--- src/rtl/fifo_rx_packet_parser.sv ---
// Read-side consumer of the FWFT receive FIFO: frames header/length/payload packets
// and packs the payload little-endian into 16-bit words with a valid/ready output.
module fifo_rx_packet_parser #(
    parameter int MaxErrCount = 255
) (
    input  logic        Clk,
    input  logic        Reset,
    input  logic [8:0]  FifoDout,
    input  logic        FifoValid,
    output logic        FifoRead,
    output logic        HdrValid,
    output logic [7:0]  HdrCmd,
    output logic [7:0]  HdrLen,
    output logic [15:0] OutData,
    output logic        OutValid,
    input  logic        OutReady,
    output logic        OutLast,
    output logic        PktAbort,
    output logic [7:0]  ErrCount
);
    localparam logic [1:0] ST_IDLE = 2'd0;
    localparam logic [1:0] ST_LEN  = 2'd1;
    localparam logic [1:0] ST_LO   = 2'd2;
    localparam logic [1:0] ST_HI   = 2'd3;
    localparam logic [7:0] ERR_MAX = 8'(MaxErrCount);

    logic [1:0]  state_r;
    logic [7:0]  remain_r;
    logic [7:0]  low_r;
    logic [7:0]  hdr_cmd_r;
    logic [7:0]  hdr_len_r;
    logic [7:0]  err_count_r;
    logic        hdr_valid_r;
    logic        pkt_abort_r;
    logic        out_valid_r;
    logic        out_last_r;
    logic [15:0] out_data_r;

    logic        marker_s;
    logic [7:0]  byte_s;
    logic        out_free_s;
    logic        can_take_s;
    logic        pop_s;
    logic        word_done_s;
    logic        word_last_s;
    logic [15:0] word_data_s;

    function automatic logic [7:0] sat_inc(input logic [7:0] v);
        return (v >= ERR_MAX) ? ERR_MAX : v + 8'd1;
    endfunction

    assign marker_s   = FifoDout[8];
    assign byte_s     = FifoDout[7:0];
    assign out_free_s = !out_valid_r || OutReady;

    // Stall only on data bytes that would complete a word while the output is full
    always_comb begin
        can_take_s = 1'b1;
        case (state_r)
            ST_IDLE, ST_LEN: can_take_s = 1'b1;
            ST_LO: begin
                if (!marker_s && remain_r == 8'd1) can_take_s = out_free_s;
                else                               can_take_s = 1'b1;
            end
            ST_HI: begin
                if (!marker_s) can_take_s = out_free_s;
                else           can_take_s = 1'b1;
            end
            default: can_take_s = 1'b1;
        endcase
    end

    assign pop_s    = FifoValid && !Reset && can_take_s;
    assign FifoRead = pop_s;

    // Word assembly from the popped data byte
    always_comb begin
        word_done_s = 1'b0;
        word_last_s = 1'b0;
        word_data_s = 16'h0000;
        if (pop_s && !marker_s && state_r == ST_LO && remain_r == 8'd1) begin
            word_done_s = 1'b1;
            word_last_s = 1'b1;
            word_data_s = {8'h00, byte_s};
        end else if (pop_s && !marker_s && state_r == ST_HI) begin
            word_done_s = 1'b1;
            word_last_s = (remain_r == 8'd1);
            word_data_s = {byte_s, low_r};
        end else begin
            word_done_s = 1'b0;
        end
    end

    // Packet framing state machine, header fields and error counter
    always_ff @(posedge Clk) begin
        if (Reset) begin
            state_r     <= ST_IDLE;
            remain_r    <= 8'd0;
            low_r       <= 8'd0;
            hdr_cmd_r   <= 8'd0;
            hdr_len_r   <= 8'd0;
            err_count_r <= 8'd0;
            hdr_valid_r <= 1'b0;
            pkt_abort_r <= 1'b0;
        end else begin
            hdr_valid_r <= 1'b0;
            pkt_abort_r <= 1'b0;
            if (pop_s && marker_s) begin
                // A marker always starts a new packet; mid-packet it aborts the old one
                hdr_cmd_r <= byte_s;
                low_r     <= 8'd0;
                state_r   <= ST_LEN;
                if (state_r != ST_IDLE) begin
                    pkt_abort_r <= 1'b1;
                    err_count_r <= sat_inc(err_count_r);
                end
            end else if (pop_s) begin
                case (state_r)
                    ST_IDLE: err_count_r <= sat_inc(err_count_r);
                    ST_LEN: begin
                        hdr_len_r   <= byte_s;
                        remain_r    <= byte_s;
                        hdr_valid_r <= 1'b1;
                        state_r     <= (byte_s == 8'd0) ? ST_IDLE : ST_LO;
                    end
                    ST_LO: begin
                        remain_r <= remain_r - 8'd1;
                        low_r    <= byte_s;
                        state_r  <= (remain_r == 8'd1) ? ST_IDLE : ST_HI;
                    end
                    ST_HI: begin
                        remain_r <= remain_r - 8'd1;
                        state_r  <= (remain_r == 8'd1) ? ST_IDLE : ST_LO;
                    end
                    default: state_r <= ST_IDLE;
                endcase
            end else begin
                state_r <= state_r;
            end
        end
    end

    // Single-stage output register; a completing word reloads even while being accepted
    always_ff @(posedge Clk) begin
        if (Reset) begin
            out_valid_r <= 1'b0;
            out_last_r  <= 1'b0;
            out_data_r  <= 16'h0000;
        end else if (word_done_s) begin
            out_valid_r <= 1'b1;
            out_last_r  <= word_last_s;
            out_data_r  <= word_data_s;
        end else if (OutReady) begin
            out_valid_r <= 1'b0;
        end else begin
            out_valid_r <= out_valid_r;
        end
    end

    assign HdrValid = hdr_valid_r;
    assign HdrCmd   = hdr_cmd_r;
    assign HdrLen   = hdr_len_r;
    assign OutData  = out_data_r;
    assign OutValid = out_valid_r;
    assign OutLast  = out_last_r;
    assign PktAbort = pkt_abort_r;
    assign ErrCount = err_count_r;
endmodule
--- config.mk ---
export PLATFORM = sky130hd
export DESIGN_NAME = fifo_rx_packet_parser
export DESIGN_NICKNAME = d
export VERILOG_FILES = /design/src/rtl/fifo_rx_packet_parser.sv
export SDC_FILE = /design/constraint.sdc
export NUM_CORES = 1
export LEC_CHECK = 0
export ABC_AREA = 1
export CORE_ASPECT_RATIO = 2
export CORE_MARGIN = 1
export CORE_UTILIZATION = 50
export CTS_BUF_LIST = sky130_fd_sc_hd__clkbuf_8 sky130_fd_sc_hd__clkbuf_16
export CTS_CLUSTER_DIAMETER = 120
export CTS_CLUSTER_SIZE = 8
export DETAILED_ROUTE_END_ITERATION = 8
export GPL_ROUTABILITY_DRIVEN = 0
export HOLD_SLACK_MARGIN = 0.06
export PLACE_DENSITY = 0.83
export SLEW_MARGIN = 5
export SYNTH_ARGS = -nofsm -noshare
export SYNTH_HDL_FRONTEND = slang
export SYNTH_SLANG_ARGS = --single-unit
--- constraint.sdc ---
create_clock -name Clk -period 2.47 [get_ports Clk]
set_input_delay 0.3705 -clock Clk [delete_from_list [all_inputs] [get_ports Clk]]
set_output_delay 0.3705 -clock Clk [all_outputs]
set_load 0.1 [all_outputs]
==> run_results.csv <==
group,metric,value,unit
logic_synthesis,synth_top_cell_area_share,42.2,%
logic_synthesis,syn_nets,411,
critical_path,critPathArrivalTime,1.81,ns
pwr,ir_drop,0.000691,V
routing,drc,0,
sta,tns,0,ns
critical_path,endpoint_kind,"output pin",
pwr,power_density,640,nW/µm²
logic_synthesis,synth.most_common_cell,"nand2_1",
clocking,clock_latency,0.33,ns
clocking,tritoncts,"done",
floorplan,die_area,6210,µm²
critical_path,worstSetupStartpoint,"remain_r[1]",
sta,maxSlewViolCount,0,
logic_synthesis,synth-edff-count,0,
clocking,clockBufferDepth,2,
logic_synthesis,ys_seq_elements,62,
cells_and_area,diodes,0,
critical_path,crit_family,"buffers and inverters",
global_routing,grt_max_degree,25,
sta,setup_viol,0,
global_routing,grt_pass1_vias,2707,
clocking,cts-root-buf,"clkbuf_16",
floorplan,die_h,110,µm
floorplan,initial_core_util,51.5,%
logic_synthesis,synthTopCellsByCount,"73 x nand2_1, 62 x dfxtp_1, 51 x a21oi_1",
logic_synthesis,yosys.area_share.simple,31.5,%
logic_synthesis,yosysTopAreaCell,"dfxtp_1",
placement,detailed_place_hpwl,5270,µm
logic_synthesis,synth-xor-area-share,2.09,%
critical_path,crit_chain,"inv_1 > ha_1 > nand2_1 > o21ai_4 > a21boi_2 > buf_4 > buf_12",
routing,first_pass_iters,4,
routing,drt_iter0_markers,110,
global_routing,grt_overflow,0,
clocking,cts_setup_buffers,0,
min_path,hold_class,"reg2reg",
routing,wirelength,7340,µm
logic_synthesis,synth_compound_area_share,14.9,%
job,cap_viol_max_count,0,
clocking,post_cts_resized,0,
logic_synthesis,synth_area_leaders,"dfxtp_1 42%, nand2_1 9.3%, a21oi_1 8.7%, nand3_1 6.8%, nor2_1 6.3%",
min_path,worstHoldStart,"low_r[3]",
floorplan,coreArea,5710,µm²
sta,relSlewSlack,67.9,%
logic_synthesis,ys_warn_count,0,
routing,drt.antenna.violating_nets,0,
critical_path,cp_slowest_cell,"dfxtp_1",
logic_synthesis,synth.area.mux_share,0,%
sta,hold_viol,0,
critical_path,crit_fanout,18,
critical_path,crit_required,2.10,ns
outcome,status,"finished clean",
sta,max_freq,458,MHz
logic_synthesis,synth_adder_area_share,1.28,%
critical_path,path_buf_inv,3,
clocking,numClockSinks,62,
cells_and_area,syn_to_final_growth,25.9,%
placement,place_area,3430,µm²
critical_path,critical_path.startpoint_type,"register",
global_routing,grt_pass1_wl,12400,µm
logic_synthesis,syn_area,2940,µm²
logic_synthesis,postSynthCellCount,395,
routing,wl_per_cell,14.1,µm
critical_path,reg2reg_from,"remain_r[1]",
clocking,hold_buffers,0,
routing,viasPerCell,5.44,
pwr,power_leakage,1.65,nW
floorplan,ioPinCount,58,
floorplan,row_count,39,
critical_path,worstSetupPathType,"reg2out",
logic_synthesis,async_flop_share,0,%
clocking,path_clk_slew,0.05,ns
clocking,cts_buffers,9,
logic_synthesis,synth.distinct_cells,32,
floorplan,fp.dieW,56.2,µm
critical_path,cp_slowest_stage_delay,0.32,ns
logic_synthesis,syn_avg_cell_area,7.44,µm²
logic_synthesis,dominantRegCellSynth,"dfxtp_1",
sta,period_needed,2.18,ns
logic_synthesis,synth_top_family_by_area,"simple AND/OR/NAND/NOR gates",
routing,num_vias,2824,
sta,worst_pin_slew,0.481,ns
sta,clock_skew,0.00675,ns
cells_and_area,fin_nets,470,
global_routing,antenna_found_initial,0,
cells_and_area,design_area,3700,µm²
placement,port_buffers,57,
logic_synthesis,ys_seq_area_share,42.2,%
critical_path,r2r_slack,0.64,ns
global_routing,grtUsageTotal,25.4,%
sta,period_share,88.4,%
clocking,htree_levels,3,
sta,rsz0062_at_grt,"no",
cells_and_area,drive_above_1_share,18.3,%
-- final cells by class --
| cell class | count | area [µm²] |
|---|---|---|
| fill | 527 | 2010 |
| multi-input combinational | 283 | 1460 |
| sequential | 62 | 1240 |
| timing repair buffer | 64 | 523 |
| clock buffer | 11 | 253 |
| inverter | 34 | 129 |
| tap | 61 | 76.3 |
| clock inverter | 4 | 16.3 |
-- per-stage QoR --
stage,cells,utilization (%),power [mW],setup slack [ns],hold WS [ns]
2_1_floorplan,395,-,1.20,0.336,0.436
3_3_place_gp,504,60.1,1.27,0.388,0.444
3_5_place_dp,504,60.1,1.27,0.349,0.448
4_1_cts,519,64.8,2.39,0.273,0.460
5_1_grt,519,64.8,2.44,0.176,0.474
6_report,519,64.8,2.37,0.287,0.458
-- sequential cells by signal, indices dropped and copies added (netlist names) --
signal,flops
low_r,8
OutValid,1
PktAbort,1
OutLast,1
HdrValid,1
ErrCount,8
state_r,2
remain_r,8
OutData,16
HdrCmd,8
HdrLen,8
-- cell usage in the layout (no fill, tap or decap), types with 2 or more instances in the layout --
| cell type | instances |
|---|---|
| nand3b_1 | 7 |
| a21oi_1 | 51 |
| ha_1 | 3 |
| o21ai_0 | 26 |
| clkbuf_8 | 2 |
| inv_1 | 34 |
| nor4_1 | 2 |
| nor2_1 | 49 |
| buf_4 | 51 |
| nor2_4 | 3 |
| xnor2_1 | 3 |
| xor2_1 | 4 |
| inv_2 | 2 |
| nand2_4 | 6 |
| clkbuf_16 | 9 |
| a211oi_1 | 2 |
| nor3_1 | 3 |
| dfxtp_1 | 62 |
| nand2_2 | 2 |
| nor2_8 | 2 |
| nand2_1 | 73 |
| clkinv_2 | 2 |
| nand3_1 | 40 |
| clkdlybuf4s50_1 | 12 |
| nand4_1 | 2 |
-- power breakdown --
group / switching (mW) / total [mW] / internal (mW)
logic: 0.166 / 0.229 / 0.0638
registers: 0.0107 / 1.02 / 1.01
clock network: 0.402 / 1.11 / 0.712
total: 0.578 / 2.37 / 1.79
-- final timing paths --
path	to	cells after the start
worst max-delay path	FifoRead	7
worst min-delay path	low_r[3]	2
worst min register to register	low_r[3]	2
worst max register to register	OutData[6]	10
-- per-layer routing --
layer	global-route usage (%)	share of wire, %	wire length [µm]
met5	0	0	0
met2	45.2	53	3860
met3	5.97	5.0	364
met1	26.2	38	2810
met4	14.8	4.1	304
-- worst min-delay path, stage by stage, from the launching register on --
cell	delay, ns
dfxtp_1	0.30
nand2_1	0.06
a21oi_1	0.05
-- cell families (layout without fill, tap and decap cells) --
logic type,count (synthesis),in the layout
AOI/OAI and AO/OA,82,82
xor gates and xnor gates,7,7
adders and majority gates,3,3
buffers and inverters,50,113
DFF,62,62
and+or+nand+nor,191,191
Power figures use the tool's default switching activity.
